**src/rtl/search_block_scheduler.sv**
```systemverilog
// search_block_scheduler: raster walk over the block grid issuing vertically cropped search-window row requests
module search_block_scheduler #(
  parameter int blk_h      = 16,
  parameter int blk_w      = 16,
  parameter int third_h    = 480,
  parameter int third_w    = 640,
  parameter int srch_blk_h = 24
) (
  input  logic        clk,
  input  logic        reset,
  input  logic        start,
  input  logic        req_ready,
  input  logic        blk_result_valid,
  output logic        req_valid,
  output logic [15:0] req_blk_index,
  output logic [15:0] req_coords,
  output logic        req_last,
  output logic        busy,
  output logic        frame_done
);
  localparam logic [7:0] min_row      = 8'((srch_blk_h - blk_h) / 2);
  localparam logic [7:0] max_row      = 8'(srch_blk_h - (srch_blk_h - blk_h) / 2 - 1);
  localparam logic [7:0] full_last    = 8'(srch_blk_h - 1);
  localparam logic [5:0] last_blk_row = 6'(third_h / blk_h - 1);
  localparam logic [5:0] last_blk_col = 6'(third_w / blk_w - 1);
  typedef enum logic [1:0] {IDLE, ISSUE, WAIT, DONE} state_t;
  state_t     state;
  logic [5:0] blk_row, blk_col, nb_row, nb_col;
  logic [7:0] row, cur_last, nb_first, nb_last;
  logic       last_col, frame_end, load;
  // next block to load: the origin when starting, otherwise the raster successor
  always_comb begin
    last_col  = blk_col == last_blk_col;
    frame_end = last_col && blk_row == last_blk_row;
    nb_row    = state == IDLE ? 6'd0 : last_col ? blk_row + 6'd1 : blk_row;
    nb_col    = state == IDLE || last_col ? 6'd0 : blk_col + 6'd1;
    cur_last  = blk_row == last_blk_row ? max_row : full_last;
    nb_first  = nb_row == 6'd0 ? min_row : 8'd0;
    nb_last   = nb_row == last_blk_row ? max_row : full_last;
    load      = (state == IDLE && start) || (state == WAIT && blk_result_valid && !frame_end);
  end
  // state machine with registered request outputs held stable while stalled
  always_ff @(posedge clk or posedge reset) begin
    if (reset) begin
      state         <= IDLE;
      blk_row       <= 6'd0;
      blk_col       <= 6'd0;
      row           <= 8'd0;
      req_valid     <= 1'b0;
      req_blk_index <= 16'h0000;
      req_coords    <= 16'h0000;
      req_last      <= 1'b0;
      busy          <= 1'b0;
      frame_done    <= 1'b0;
    end else begin
      frame_done <= 1'b0;
      if (load) begin
        state         <= ISSUE;
        blk_row       <= nb_row;
        blk_col       <= nb_col;
        row           <= nb_first;
        req_valid     <= 1'b1;
        req_blk_index <= {4'h0, nb_row, nb_col};
        req_coords    <= {nb_first, 8'h00};
        req_last      <= nb_first == nb_last;
        busy          <= 1'b1;
      end else begin
        case (state)
          ISSUE: if (req_ready) begin
            if (row == cur_last) begin
              state     <= WAIT;
              req_valid <= 1'b0;
              req_last  <= 1'b0;
            end else begin
              row        <= row + 8'd1;
              req_coords <= {row + 8'd1, 8'h00};
              req_last   <= row + 8'd1 == cur_last;
            end
          end
          WAIT: if (blk_result_valid) begin
            state      <= DONE;
            frame_done <= 1'b1;
          end
          DONE: begin
            state <= IDLE;
            busy  <= 1'b0;
          end
          default: ;
        endcase
      end
    end
  end
endmodule

```
**config.mk**
```make
export PLATFORM = sky130hd
export DESIGN_NAME = search_block_scheduler
export DESIGN_NICKNAME = d
export VERILOG_FILES = /design/src/rtl/search_block_scheduler.sv
export SDC_FILE = /design/constraint.sdc
export NUM_CORES = 1
export LEC_CHECK = 0
export ABC_AREA = 0
export ABC_CLOCK_PERIOD_IN_PS = 6000
export BUFFER_PORTS_ARGS = -buffer_cell sky130_fd_sc_hd__buf_4
export CAP_MARGIN = 0
export CORE_MARGIN = 4
export CORE_UTILIZATION = 60
export CTS_BUF_LIST = sky130_fd_sc_hd__clkbuf_2
export DETAILED_ROUTE_END_ITERATION = 12
export PLACE_DENSITY_LB_ADDON = 0.08
export SYNTH_ARGS = -nofsm -noshare
export SYNTH_HDL_FRONTEND = slang
export SYNTH_SLANG_ARGS = --single-unit
```
**constraint.sdc**
```tcl
create_clock -name clk -period 6 [get_ports clk]
set_input_delay 0.3 -clock clk [delete_from_list [all_inputs] [get_ports clk]]
set_output_delay 0.3 -clock clk [all_outputs]
set_load 0.05 [all_outputs]
```
==> reports/summary.md, run 1 <==
The endpoint type of the worst setup path was a register. TritonCTS created 3 clock buffers. After synthesis, the share of flip-flops with an asynchronous set or reset is 100%. For the worst path arrival time, the log shows 2.80 ns.

The overall die area is 3940 µm². After synthesis, the cell types taking the most area are dfrtp_1 36%, o21ai_0 5.8%, buf_4 5.0%. Core occupancy in the finished layout: 68.7%. Across the VDD grid, the largest voltage drop is 0.000209 V.

The clock reaches the later pin of the worst-skew pair after 0.36 ns. Power density of the placed cells: 281 nW/µm². The run gives 0 as the initial antenna violation count. The clock passes through at most 2 buffers. The iteration count of the initial detailed-routing pass is 4, and the number of failing setup endpoints in the final timing report is 0. The tools report the mapped cell area as 1800 µm². The number of pins exceeding their max-slew limit in the final report is 0, and the die span in x is 62.8 µm. TritonCTS built the clock tree. In this run, synthesis inferred 0 flip-flops with an integrated enable.

The overall fraction of global-route tracks in use is 21.7%. The count of routing violations after the opening detailed-route iteration is 109, and the proportion of synthesized chip area in sequential cells is 36.1%. The path class of the tightest hold or removal check is in2async. After routing, the total negative slack on setup checks comes to 0 ns. The first-pass GRT wire length is 7.04 mm, and the final critical delay including setup and external delays is 2.50 ns.

The flow ran to the end, and the final reports show no timing, DRC or antenna violations. The worst relative slew slack was 31.4%; the vias per cell was 6.27. For this run the aggregate overflow at the end of global routing stands at 0. The biggest area contributor in the post-synthesis netlist is dfrtp_1. The initial utilization of the core area, before any placement, comes to 64.2%. Across all layers, the routed design uses 1617 vias. Setup repair after global routing left no endpoint under its margin. The analysis attributes to net switching a power of 260 µW. The root buffer selected by CTS is clkbuf_2. The internal power of the cells totals 283 µW. Fraction of final layout cells with drive strength greater than 1: 18.9%.

In the final routing, the length of wire on met1 measures 1.80 mm. The core region is 2810 µm². For the final database, setup skew stands at 0.00379 ns. The final-report hold violation count was 0.

Met3 layer wire length in the routed design: 292 µm. The commonest cells after synthesis are 26 x dfrtp_1, 24 x nand2_1, 21 x o21ai_0, 15 x nor2_1, 12 x buf_4. Detailed placement ended at an HPWL of 3.04 mm. 0 antenna diodes ended up in the layout.

The switching power as a share of total power came out at 47.9%. The uppermost signal routing layer after detailed routing was met4. The tools report the type of origin of the critical path as a register.

Once the clock tree was built, the resizer swapped 0 gates to a different size. The most used flip-flop cell after synthesis is dfrtp_1. The tools report the count of warnings emitted by yosys as 0. The via count of the first global-routing pass was 1497. Buffers placed on the I/O ports in this run total 28. In this run, the combinational gates consume 42.3% of the power. The most frequently used cell type in the post-synthesis netlist is dfrtp_1. The tools report the number of H-tree levels as 1. In this run, flip-flops and latches consume 45.0% of the power. After clock tree synthesis, the clock-pin slew on the worst setup and hold paths is 0.25 ns. Entering global routing, the biggest net connects 27 pins. The worst-path maximum fanout was 20. The filler cells instantiated in the layout total 241.

After clock tree synthesis, the setup repair step added 0 buffers. The final layout contains 239 nets. The type of the worst setup path was reg2reg.

Hold timing on the final database bottoms out at a slack of 0.135 ns. The total I/O pin count came out at 41. Relative to the synthesized area, the layout overhead comes to 7.09%. For the number of rows created at floorplan, the log shows 19. The slew at the pin closest to its max-slew limit works out to 1.03 ns. The routed design uses 2.04 mm of met2 wire.

The worst register-to-register path has a depth of 7. After technology mapping, the gate count stands at 207. The relative contribution of the clock network to total power was 12.7%; the final cycle utilization of the critical path was 41.7%. In this run, synthesis produced a sequential element count of 26.

The die outline height works out to 62.8 µm. In this run the static leakage power is 0.884 nW. The data required time of the critical path was 6.30 ns; the remaining number of nets flagged by the antenna check after routing was 0.

After detailed routing, the average wire length per cell comes to 16.2 µm. The max-cap violation count came out at 0. The netlist uses 53 different library cells.

The clock drives 26 sinks. The routability-driven placement congestion ratio was 0.860; the number of buffers added to fix hold violations after cts was 0. The achievable frequency was 0.399 GHz. The remaining design rule violation count was 0; the proportion of netlist area held by the largest area contributor was 36.1%. After synthesis, the mean cell area works out to 8.70 µm². The final layout contains routed wiring with a total length of 4.18 mm.
-- kinds of logic (layout without fill, tap and decap cells) --
kind of cell / after synthesis / count (layout) / share of synthesized area [%]
compound gates: 55 / 55 / 19.5
xor+xnor: 4 / 4 / 1.95
fa+ha+maj: 5 / 5 / 3.47
buf+inv: 27 / 36 / 10.9
flops: 26 / 26 / 36.1
mux: 4 / 4 / 2.36
other cells: 1 / 12 / 0.208
simple gates: 85 / 85 / 25.5
-- cell usage in the layout (no fill, tap or decap), types with 2 or more instances in the layout --
cell type / instances
buf_4: 28
dfrtp_1: 26
nand2_1: 24
o21ai_0: 21
nor2_1: 15
conb_1: 12
nand3_1: 11
a21oi_1: 7
o21ai_1: 5
nor3_1: 5
ha_1: 5
a21o_1: 4
o31ai_1: 4
inv_1: 4
and2_1: 4
nand3b_1: 3
a31oi_1: 3
xor2_1: 3
clkbuf_2: 3
nand2_2: 2
or3_1: 2
nor4b_1: 2
nand4_1: 2
mux2i_1: 2
nand4b_1: 2
a41oi_1: 2
nand2b_1: 2
nor4_1: 2
-- routing by layer --
metal | up-vias | GRT usage, %
li1 | 760 | -
met1 | 788 | 28.9
met2 | 64 | 36.5
met3 | 5 | 3.06
met4 | 0 | 6.61
met5 | - | 0
-- critical path: stages, from the launching register on --
cell      delay [ns]
dfrtp_1         0.48
ha_1            0.25
nand2_2         0.09
or4b_4          0.58
o211ai_2        0.21
a21o_1          0.53
o21ai_0         0.21
o31ai_1         0.10
-- sequential cells by signal, indices dropped and copies added (netlist names) --
signal         count
blk_col            5
blk_row            6
busy               1
frame_done         1
req_blk_index      1
req_coords         8
req_last           1
req_valid          1
state              2
-- power groups by stage --
stage | registers (mW) | clock network [mW] | logic, mW
2_1_floorplan | 0.304 | 0 | 0.118
3_3_place_gp | 0.243 | 0 | 0.224
3_5_place_dp | 0.246 | 0 | 0.230
4_1_cts | 0.243 | 0.0685 | 0.231
5_1_grt | 0.251 | 0.0767 | 0.246
6_report | 0.244 | 0.0690 | 0.229
-- path summary, 6_finish.rpt --
kind / endpoint / start / slack, ns
worst max-delay path: blk_row[4] / blk_col[0] / 3.50
worst min-delay path: blk_col[1] / reset / 0.14
worst max register to register: blk_row[4] / blk_col[0] / 3.50
worst min register to register: req_valid / req_valid / 0.52
max in group asynchronous: state[1] / reset / 5.26
min in group clk: state[0] / start / 0.22
-- per-stage QoR --
stage          setup WS, ns  total power [mW]  instance area (µm²)  instances
3_3_place_gp           3.69             0.468                 1910        255
2_1_floorplan          3.54             0.422                 1840        218
3_5_place_dp           3.59             0.476                 1910        255
5_1_grt                3.30             0.574                 1930        258
4_1_cts                3.54             0.542                 1930        258
6_report               3.50             0.542                 1930        258
-- cell type report --
cell class              instances  area [µm²]  share of cell area (%)
multi-input cells             165         995                    51.6
flip-flops and latches         26         651                    33.7
repair buffers                 28         210                    10.9
well taps                      31        38.8                    2.01
inverters                       5        18.8                   0.973
clock buffers                   3        15.0                   0.779
(Power assumes the default switching activity.)
==> inputs of run 2 (changes only) <==
- ABC_CLOCK_PERIOD_IN_PS: 6000 -> 2050
- CORE_UTILIZATION: 60 -> 50
- clock period: 6 -> 2.05 ns (I/O delays scaled with it)
==> run 2 against run 1 <==
First-iteration DRC count decreased by 15%. Combinational power grew to 3.6 times the previous value. Clock skew is 0.0018 ns higher. Cell count grew 14%. Critical path depth is 1 higher. Total power grew to 3.1 times the previous value. Sequential cell count did not move. Die area up 17%. Cell area increased by 14%. Largest power group is now combinational cells.
==> reports/summary.md, run 2 (same netlist as run 1, synthesis figures left out) <==
The die span in x was 68.0 µm (+8.3%); the number of nets in the layout was 258 (+7.9%). The tools report the worst clock skew as 0.00555 ns (+0.00176 ns). The routability-driven placement congestion ratio was 0.877 (+2.1%). The die outline height is 68.0 µm (+8.3%). The post-route cell area came out at 2200 µm² (+14%).

The remaining number of nets flagged by the antenna check after routing is 0 (unchanged), and the largest stage delay on the critical path is 0.53 ns (-0.05 ns). The worst-path maximum fanout came out at 8 (-60%). The flip-flop count of the largest register after layout was 8 (unchanged); the count of routing violations after the opening detailed-route iteration was 93 (-15%). The tools report the detailed-route wire length as 4.31 mm (+3.3%). The starting density of the core came out at 52.7% (-11 points). The run gives 3420 µm² (+22%) as the area inside the core boundary. The number of H-tree levels is 1 (unchanged).

The iteration count of the initial detailed-routing pass is 4 (unchanged). The vias per cell came out at 5.66 (-9.7%). The count of buffers from port buffering works out to 28 (unchanged). The core occupancy in the finished layout is 64.5% (-4.3 points), and the power density of the placed cells is 770 nW/µm² (+170%). The initial antenna violation count was 0 (unchanged). For the number of pins exceeding their max-slew limit in the final report, the log shows 0 (unchanged). The worst setup path is captured at a register. The leakage power is 1.02 nW (+15%). The signal on the critical path passes through ha_4, nand2_4, or4b_4, o211ai_2, a21o_1, buf_6, mux2_4, a21o_1. Max-cap violation count: 0 (unchanged). The area growth from synthesis to final layout came out at 22.3%. The logs give 41 (unchanged) for the total I/O pin count and 27 (unchanged) for the maximum number of pins on one net before global-route repair. The run gives 62.9% (+32 points) as the worst relative slew slack.

The slowest stage of the critical path is the or4b_4 cell. The tools report the antenna diode count as 0 (unchanged). The achievable frequency is 0.499 GHz (+25%). The final global-route overflow total came out at 0 (unchanged). Total design power: 1.70 mW (+210%).

Type of origin of the critical path: a register. The tools report the clock net sink count as 26 (unchanged). The post-CTS clock slew at the launch and capture registers of the worst setup and hold paths came out at 0.25 ns (about the same). TritonCTS built the clock tree. The run gives 20.9% (-0.81 points) as the overall fraction of global-route tracks in use. In the final layout, the registers with the most flip-flops are req_coords: 8 flops, blk_row: 6 flops, blk_col: 5 flops. The library cells used most frequently in the layout, excluding fill and tap cells, are 43 x buf_4, 23 x nand2_1, 17 x dfrtp_1, 15 x nor2_1, 14 x o21ai_0. For the number of buffers created by CTS, the log shows 3 (unchanged).

Setup repair after global routing could not meet its margin everywhere. The library cell used most frequently in the layout, excluding fill and tap cells, is buf_4. The overall die area came out at 4620 µm² (+17%).

The worst hold path belongs to the class in2reg. The logs give 3.14 mm (+3.4%) for the final HPWL from detailed placement and 2.34 ns (-0.46 ns) for the worst path arrival time. The tools report the insertion delay of the later-clocked pin in the worst-skew pair as 0.37 ns (about the same).

The run finished with clean final reports. The number of buffers on the longest clock path is 2 (unchanged), and the slew at the pin closest to its max-slew limit is 0.554 ns (-0.474 ns). The area of placed instances was 2100 µm² (+9.8%).

The routed via count was 1658 (+2.5%). The tools report the root buffer selected by CTS as clkbuf_2. The logs give 0.000636 V (+200%) for the worst-case vdd ir drop and 0 (unchanged) for the remaining design rule violation count.

The number of failing setup endpoints in the final timing report is 0 (unchanged), and the final-report hold violation count is 0 (unchanged). The number of rows created at floorplan is 21 (+2). The final cycle utilization of the critical path works out to 97.7% (+56 points). Counting flops per register, the top entry is req_coords. The cell repeated most along the worst path is a21o_1.

The fraction of final layout cells with drive strength greater than 1 was 32.8% (+14 points); the first-pass GRT wire length was 7.42 mm (+5.5%). The tools report the data required time of the critical path as 2.39 ns (-3.91 ns). Average wire length per cell after detail routing: 14.7 µm (-9.1%). The run gives 1596 (+6.6%) as the via count of the first global-routing pass.

The type of the worst setup path is reg2reg. The final critical delay including setup and external delays came out at 2.00 ns (-0.501 ns).
## run 2: changes by cell type in the layout (fill, tap and decap cells not counted), sizes merged
cell	change
dlygate4sd3	+2
clkbuf	+1
buf	+17
## run 2: worst paths after layout
kind                       startpoint              to  slack, ns  cells past startpoint
setup / recovery           blk_col[1]  req_coords[13]       0.05                      8
max in group asynchronous       reset      blk_row[4]       1.49                      4
min in group asynchronous       reset       req_valid       0.29                      4
hold reg to reg                  busy            busy       0.53                      2
setup reg to reg           blk_col[1]  req_coords[13]       0.05                      8
hold / removal              req_ready        req_last       0.11                      4
## run 2: cell type report
type / instances / area, µm²
flip-flops and latches: 26 / 662
multi-input cells: 165 / 1080
repair buffers: 47 / 365
inverters: 5 / 18.8
clock buffers: 4 / 20.0
fillers: 324 / 1210
well taps: 46 / 57.6
## run 2: layer usage
metal / vias to the layer above / GRT usage (%) / share of wire [%]
li1: 801 / - / -
met1: 783 / 28.7 / 45
met2: 68 / 33.3 / 47
met3: 6 / 3.61 / 6.1
met4: 0 / 6.70 / 1.2
met5: - / 0 / 0
## run 2: timing repair
action,4_1_cts,5_1_grt
setup endpoints to repair,0,19
hold buffers,2,0
hold endpoints to repair,27,0
resized for setup,0,16
setup buffers,0,3
## run 2: stage by stage
| step | hold WS, ns | std cells | worst slack (ns) | setup TNS, ns |
|---|---|---|---|---|
| floorplan | 0.142 | 218 | -0.121 | -1.44 |
| global placement | 0.182 | 284 | 0.140 | 0 |
| detailed placement | 0.193 | 284 | 0.0338 | 0 |
| CTS | 0.0821 | 290 | 0.0166 | 0 |
| global route | 0.126 | 293 | -0.0899 | -0.355 |
| finish | 0.110 | 293 | 0.0470 | 0 |
## run 2: critical path, delay by kind of cell (launching register included)
kind	cells	cell delay, ns
buffers and inverters	1	0.14
flip-flops	1	0.47
AO/OA/AOI/OAI	3	0.45
AND/OR/NAND/NOR	2	0.58
adder cells (fa/ha/maj)	1	0.17
multiplexers	1	0.14
## run 2: report_power, final
group | internal [mW] | total [mW] | switching [mW]
combinational | 0.276 | 0.814 | 0.538
clock | 0.0515 | 0.212 | 0.160
sequential | 0.583 | 0.670 | 0.0874
